$ cat src/rtl/grayscale_stream_arbiter_if.sv
// Bundle of the two RGB input streams and the grayscale output stream.
// slave  : the arbiter's view (accepts the RGB streams, drives the output beat).
// master : the environment's view (drives the RGB streams, consumes the output).
interface grayscale_stream_arbiter_if;
    logic       s0_valid;
    logic       s0_ready;
    logic       s0_last;
    logic [7:0] s0_r;
    logic [7:0] s0_g;
    logic [7:0] s0_b;

    logic       s1_valid;
    logic       s1_ready;
    logic       s1_last;
    logic [7:0] s1_r;
    logic [7:0] s1_g;
    logic [7:0] s1_b;

    logic       m_valid;
    logic       m_ready;
    logic [7:0] m_gray;
    logic       m_src;
    logic       m_last;

    modport slave (
        input  s0_valid, s0_last, s0_r, s0_g, s0_b,
        input  s1_valid, s1_last, s1_r, s1_g, s1_b,
        output s0_ready, s1_ready,
        output m_valid, m_gray, m_src, m_last,
        input  m_ready
    );

    modport master (
        output s0_valid, s0_last, s0_r, s0_g, s0_b,
        output s1_valid, s1_last, s1_r, s1_g, s1_b,
        input  s0_ready, s1_ready,
        input  m_valid, m_gray, m_src, m_last,
        output m_ready
    );
endinterface

$ cat src/rtl/grayscale_stream_arbiter.sv
// Two RGB streams share one grayscale converter. Arbitration is per video
// line: once a stream wins, it keeps the datapath until its beat with last=1.
// Output stage is a single register slice (latency 1, full throughput).
// Optional macro GRAYSCALE_ARB_ROUND_ROBIN_EN: ties in IDLE go to the stream
// that did not finish the previous line; otherwise stream 0 always wins ties.
module grayscale_stream_arbiter (
    input  logic                        clk,
    input  logic                        resetn,
    grayscale_stream_arbiter_if.slave   bus
);

    localparam logic [1:0] IDLE  = 2'd0;
    localparam logic [1:0] LOCK0 = 2'd1;
    localparam logic [1:0] LOCK1 = 2'd2;

    logic [1:0]  state_q,   state_d;
    logic        m_valid_q, m_valid_d;
    logic [7:0]  m_gray_q,  m_gray_d;
    logic        m_src_q,   m_src_d;
    logic        m_last_q,  m_last_d;
`ifdef GRAYSCALE_ARB_ROUND_ROBIN_EN
    logic        last_grant_q, last_grant_d;
`endif

    logic        tie_winner;
    logic        grant;
    logic        advance;
    logic        accept;
    logic        sel_valid;
    logic        sel_last;
    logic [7:0]  sel_r, sel_g, sel_b;
    logic [14:0] gray_sum;

    // Tie-break between two simultaneously valid streams while idle.
    always_comb begin
`ifdef GRAYSCALE_ARB_ROUND_ROBIN_EN
        tie_winner = ~last_grant_q;
`else
        tie_winner = 1'b0;
`endif
    end

    // Select the stream that owns the datapath this cycle.
    always_comb begin
        // NOTE: every always_comb output gets a default first so no path
        // through the block leaves it unassigned (which would infer a latch).
        grant = 1'b0;
        case (state_q)
            LOCK0:   grant = 1'b0;
            LOCK1:   grant = 1'b1;
            default: begin
                if (bus.s0_valid && bus.s1_valid) grant = tie_winner;
                else if (bus.s1_valid)            grant = 1'b1;
                else                              grant = 1'b0;
            end
        endcase
    end

    assign advance      = !m_valid_q || bus.m_ready;
    assign bus.s0_ready = advance && !grant;
    assign bus.s1_ready = advance &&  grant;

    // Mux the granted stream into the shared converter.
    always_comb begin
        sel_valid = bus.s0_valid;
        sel_last  = bus.s0_last;
        sel_r     = bus.s0_r;
        sel_g     = bus.s0_g;
        sel_b     = bus.s0_b;
        if (grant) begin
            sel_valid = bus.s1_valid;
            sel_last  = bus.s1_last;
            sel_r     = bus.s1_r;
            sel_g     = bus.s1_g;
            sel_b     = bus.s1_b;
        end
    end

    assign accept = advance && sel_valid;

    // Weights sum to 128, so the rounded result never exceeds 255.
    assign gray_sum = 15'd27 * {7'd0, sel_r}
                    + 15'd92 * {7'd0, sel_g}
                    + 15'd9  * {7'd0, sel_b}
                    + 15'd64;

    // Next-state: load the output slice on accept, drain it otherwise.
    always_comb begin
        state_d   = state_q;
        m_valid_d = m_valid_q;
        m_gray_d  = m_gray_q;
        m_src_d   = m_src_q;
        m_last_d  = m_last_q;
`ifdef GRAYSCALE_ARB_ROUND_ROBIN_EN
        last_grant_d = last_grant_q;
`endif
        if (accept) begin
            m_valid_d = 1'b1;
            m_gray_d  = gray_sum[14:7];
            m_src_d   = grant;
            m_last_d  = sel_last;
            if (sel_last) begin
                state_d = IDLE;
`ifdef GRAYSCALE_ARB_ROUND_ROBIN_EN
                last_grant_d = grant;
`endif
            end else begin
                state_d = grant ? LOCK1 : LOCK0;
            end
        end else if (bus.m_ready) begin
            m_valid_d = 1'b0;
        end
    end

    // State and output registers; reset discards any held beat or line lock.
    always_ff @(posedge clk or negedge resetn) begin
        if (!resetn) begin
            state_q   <= IDLE;
            m_valid_q <= 1'b0;
            m_gray_q  <= 8'd0;
            m_src_q   <= 1'b0;
            m_last_q  <= 1'b0;
`ifdef GRAYSCALE_ARB_ROUND_ROBIN_EN
            last_grant_q <= 1'b1;
`endif
        end else begin
            // NOTE: non-blocking assignments so every flop samples the
            // pre-edge values, independent of statement order.
            state_q   <= state_d;
            m_valid_q <= m_valid_d;
            m_gray_q  <= m_gray_d;
            m_src_q   <= m_src_d;
            m_last_q  <= m_last_d;
`ifdef GRAYSCALE_ARB_ROUND_ROBIN_EN
            last_grant_q <= last_grant_d;
`endif
        end
    end

    assign bus.m_valid = m_valid_q;
    assign bus.m_gray  = m_gray_q;
    assign bus.m_src   = m_src_q;
    assign bus.m_last  = m_last_q;

endmodule

$ cat src/flat_wrapper.sv
// flat-port wrapper written by rule: the top's interface ports become plain ports
module grayscale_stream_arbiter_flat 
  (clk, resetn, bus_s0_valid, bus_s0_last, bus_s0_r, bus_s0_g, bus_s0_b, bus_s1_valid, bus_s1_last, bus_s1_r, bus_s1_g, bus_s1_b, bus_s0_ready, bus_s1_ready, bus_m_valid, bus_m_gray, bus_m_src, bus_m_last, bus_m_ready);
  grayscale_stream_arbiter_if bus_i ();
  input  logic clk;
  input  logic resetn;
  input wire logic [$bits(bus_i.s0_valid)-1:0] bus_s0_valid;
  input wire logic [$bits(bus_i.s0_last)-1:0] bus_s0_last;
  input wire logic [$bits(bus_i.s0_r)-1:0] bus_s0_r;
  input wire logic [$bits(bus_i.s0_g)-1:0] bus_s0_g;
  input wire logic [$bits(bus_i.s0_b)-1:0] bus_s0_b;
  input wire logic [$bits(bus_i.s1_valid)-1:0] bus_s1_valid;
  input wire logic [$bits(bus_i.s1_last)-1:0] bus_s1_last;
  input wire logic [$bits(bus_i.s1_r)-1:0] bus_s1_r;
  input wire logic [$bits(bus_i.s1_g)-1:0] bus_s1_g;
  input wire logic [$bits(bus_i.s1_b)-1:0] bus_s1_b;
  output wire logic [$bits(bus_i.s0_ready)-1:0] bus_s0_ready;
  output wire logic [$bits(bus_i.s1_ready)-1:0] bus_s1_ready;
  output wire logic [$bits(bus_i.m_valid)-1:0] bus_m_valid;
  output wire logic [$bits(bus_i.m_gray)-1:0] bus_m_gray;
  output wire logic [$bits(bus_i.m_src)-1:0] bus_m_src;
  output wire logic [$bits(bus_i.m_last)-1:0] bus_m_last;
  input wire logic [$bits(bus_i.m_ready)-1:0] bus_m_ready;
  assign bus_i.s0_valid = bus_s0_valid;
  assign bus_i.s0_last = bus_s0_last;
  assign bus_i.s0_r = bus_s0_r;
  assign bus_i.s0_g = bus_s0_g;
  assign bus_i.s0_b = bus_s0_b;
  assign bus_i.s1_valid = bus_s1_valid;
  assign bus_i.s1_last = bus_s1_last;
  assign bus_i.s1_r = bus_s1_r;
  assign bus_i.s1_g = bus_s1_g;
  assign bus_i.s1_b = bus_s1_b;
  assign bus_s0_ready = bus_i.s0_ready;
  assign bus_s1_ready = bus_i.s1_ready;
  assign bus_m_valid = bus_i.m_valid;
  assign bus_m_gray = bus_i.m_gray;
  assign bus_m_src = bus_i.m_src;
  assign bus_m_last = bus_i.m_last;
  assign bus_i.m_ready = bus_m_ready;
  grayscale_stream_arbiter u_core (.clk(clk), .resetn(resetn), .bus(bus_i));
endmodule
$ cat config.mk
export PLATFORM = sky130hd
export DESIGN_NAME = grayscale_stream_arbiter_flat
export DESIGN_NICKNAME = d
export VERILOG_FILES = /design/src/rtl/grayscale_stream_arbiter_if.sv /design/src/rtl/grayscale_stream_arbiter.sv /design/src/flat_wrapper.sv
export SDC_FILE = /design/constraint.sdc
export NUM_CORES = 1
export LEC_CHECK = 0
export CAP_MARGIN = 20
export CORE_MARGIN = 4
export CORE_UTILIZATION = 54
export DETAILED_ROUTE_END_ITERATION = 8
export HOLD_SLACK_MARGIN = 0.03
export PLACE_DENSITY = 0.83
export SLEW_MARGIN = 25
export SYNTH_ARGS = -nofsm -noshare
export SYNTH_HDL_FRONTEND = slang
export SYNTH_SLANG_ARGS = --single-unit
$ cat constraint.sdc
create_clock -name clk -period 7.25 [get_ports clk]
set_input_delay 1.8125 -clock clk [delete_from_list [all_inputs] [get_ports clk]]
set_output_delay 1.8125 -clock clk [all_outputs]
set_load 0.05 [all_outputs]
==> flow_metrics.env <==
export IMPL_avgSynthCellArea_um2=8.64
export IMPL_numClockSinks=13
export IMPL_ctsHoldBuffers=0
export IMPL_portBuffers=67
export IMPL_hold_violations=0
export IMPL_max_clock_path_buffers=2
export IMPL_final_cell_area_mm2=0.00530
export IMPL_max_slew_worst_pin_slew_ps=729
export IMPL_netlist_area_leader_share_pct=24.7
export IMPL_synth_top_cell_by_area="fa_1"
export IMPL_synth_edf_count=0
export IMPL_hold_class="reg2reg"
export IMPL_ys_top_cells_by_area="fa_1 (25%), ha_1 (25%), dfrtp_1 (9.1%), inv_1 (8.9%), nand2_1 (7.9%)"
export IMPL_r2r_end="u_core.bus.m_gray[4]$_DFFE_PN0P_"
export IMPL_status="complete, but fails checks"
export IMPL_cts_root_buf="clkbuf_8"
export IMPL_globalplace_congestion=0.878
export IMPL_async_reset_ff_share_pct=100
export IMPL_via_count=3754
export IMPL_hpwl_mm=8.26
export IMPL_overflow=0
export IMPL_drt_pass1_iterations=6
export IMPL_hold_depth=2
export IMPL_viasPerCell=5.92
export IMPL_worst_setup_path_type="in2reg"
export IMPL_drc=0
export IMPL_core_mm2=0.00639
export IMPL_detail_route_antenna_nets=0
export IMPL_clock_fmax_mhz=134
export IMPL_wire_per_inst_um=20.6
export IMPL_violations="negative setup slack"
export IMPL_startpoint_type="input pin"
export IMPL_routed_wl_mm=13.0
export IMPL_r2r_setup_slack_ps=590
export IMPL_clk_latency_ps=240
export IMPL_cp_arrival_ps=7580
export IMPL_grt_usage_pct=27.0
export IMPL_layout_setup_ws_ps=-187
export IMPL_critPathCaptureType="register"
export IMPL_place_area_mm2=0.00482
export IMPL_ys_warn_count=0
export IMPL_drv_cap=0
export IMPL_ys_ff_latch=13
export IMPL_synth_cell_types=47
export IMPL_layout_drive_gt1_share_pct=25.7
export IMPL_setup_viol=7
export IMPL_cts_tree="yes"
export IMPL_synth_common_cells="inv_1 (84), nand2_1 (75), ha_1 (70)"
export IMPL_die_area_mm2=0.00796
export IMPL_slew_viol_final=0
export IMPL_drt_initial_drc_count=322
export IMPL_synth_nets=581
export IMPL_die_x_um=89.2
export IMPL_synth_seq_area_share_pct=9.14
export IMPL_min_to="u_core.bus.m_gray[0]$_DFFE_PN0P_"
export IMPL_rr_worst_depth=27
export IMPL_syn_cell_area_mm2=0.00356
export IMPL_start_util_pct=55.8
export IMPL_syn_to_final_growth_pct=48.8
export IMPL_cp_required_ps=7400
export IMPL_grt_pass1_wl_mm=16.6
export IMPL_cp_max_fo=6
export IMPL_synth_cells=412
export IMPL_cts_buffers=3
export IMPL_rsz0062_at_grt="true"
export IMPL_grt_pass1_vias=3605
export IMPL_htreeDepth=1
export IMPL_clkSlewWorstSetupHoldPaths_ps=60
export IMPL_synthFlopType="dfrtp_1"
export IMPL_row_count=29
export IMPL_fin_worst_skew_ps=2.30
export IMPL_hold_slack_ps=484
export IMPL_post_route_min_period_ps=7440
export IMPL_antenna_found_initial=1
export IMPL_worstReg2RegStart="u_core.state_q[1]$_DFFE_PN0P_"
export IMPL_pin_count=68
export IMPL_slew_headroom_pct=51.1
export IMPL_period_share_pct=103
export IMPL_yosysMostFrequentCell="inv_1"
export IMPL_grt_max_degree=15
export IMPL_hold_start="u_core.bus.m_gray[0]$_DFFE_PN0P_"
export IMPL_die_h_um=89.2
export IMPL_layout_nets=726
export IMPL_tns_ps=-741
area by class of cell:
class | instances | area (um2)
multi-input cells | 309 | 3220
repair buffers | 146 | 1300
fillers | 333 | 1090
flip-flops and latches | 13 | 325
inverters | 84 | 315
well taps | 77 | 96.3
clock buffers | 4 | 45.0
diodes | 1 | 2.50
stage by stage:
stage | cells | utilization [%] | setup slack, ps
6_report | 634 | 83.0 | -187
5_1_grt | 634 | 83.0 | -262
4_1_cts | 624 | 78.4 | 9.31
3_5_place_dp | 615 | 75.5 | -682
3_3_place_gp | 615 | 75.5 | -492
2_1_floorplan | 412 | - | 10.4
flip-flops by register name, summed over array words and instances, names as in the netlist:
| signal | flops |
|---|---|
| u_core.bus.m_last | 1 |
| u_core.bus.m_gray | 8 |
| u_core.bus.m_valid | 1 |
| u_core.bus.m_src | 1 |
| u_core.state_q | 2 |
timing repair:
| item | in CTS | in global routing |
|---|---|---|
| pin swaps | 22 | 36 |
| endpoints found under the setup margin | 8 | 7 |
| setup buffers | 5 | 10 |
| hold endpoints to repair | 0 | 0 |
| gates resized for setup | 24 | 55 |
logic make-up (layout without fill, tap and decap cells):
family                   after synthesis  after routing  share of synthesized area (%)
AO/OA/AOI/OAI                         56             56                           11.6
XOR/XNOR                               9              9                           2.21
adder cells (fa/ha/maj)              114            114                           49.3
buffers and inverters                 90            234                           9.66
flip-flops                            13             13                           9.14
multiplexers                           8              8                           2.28
other                                  0              1                              0
AND/OR/NAND/NOR                      122            122                           15.8
worst max-delay path by stage:
stage / from / end / slack [ps]
floorplan: bus_s0_valid / u_core.bus.m_gray[7]$_DFFE_PN0P_ / 10
global placement: bus_s0_valid / u_core.bus.m_gray[7]$_DFFE_PN0P_ / -490
detailed placement: bus_s0_valid / u_core.bus.m_gray[7]$_DFFE_PN0P_ / -680
CTS: bus_s1_valid / u_core.bus.m_gray[6]$_DFFE_PN0P_ / 9
global route: bus_s1_valid / u_core.bus.m_gray[4]$_DFFE_PN0P_ / -260
finish: bus_s1_valid / u_core.bus.m_gray[4]$_DFFE_PN0P_ / -190
critical path, stage by stage:
cell      delay (ps)
buf_8            100
and3b_2          210
nor2_4           270
nand2_2          130
nand2_2          110
ha_1             160
inv_2             40
fa_1             580
inv_2             70
fa_1             530
ha_4             330
inv_2             60
o21bai_4         170
a21oi_2           90
xnor2_1          190
ha_1             270
inv_1             80
fa_1             450
fa_1             570
inv_2             50
ha_4             230
and3_4           170
o311a_4          130
buf_6            120
o21a_4           220
o21a_1           190
o31ai_1          240
layer usage:
layer  global-route usage [%]  vias to the layer above  part of all wire [%]
met5                        0                        -                     0
met4                     9.34                        0                   7.4
met3                     3.41                       95                   5.8
met2                     49.6                      222                    51
met1                     32.3                     1796                    36
li1                         -                     1641                     -
cells in the final DEF, fill, tap and decap left out, types with 4 or more instances in the layout:
master	instances
o31ai_1	7
nand2_1	63
nor3_1	6
mux2i_1	5
fa_1	44
o21a_1	6
o211ai_1	5
inv_2	4
buf_4	75
nand2_2	10
ha_1	62
clkdlybuf4s50_1	64
inv_1	80
buf_6	4
a21oi_1	5
ha_4	7
o21ai_0	4
nor2_1	11
a21o_1	6
dfrtp_1	13
Power is left out: the tool's default activity adds up to more than one toggle a clock period on the data nets, which glitch-free logic cannot reach.
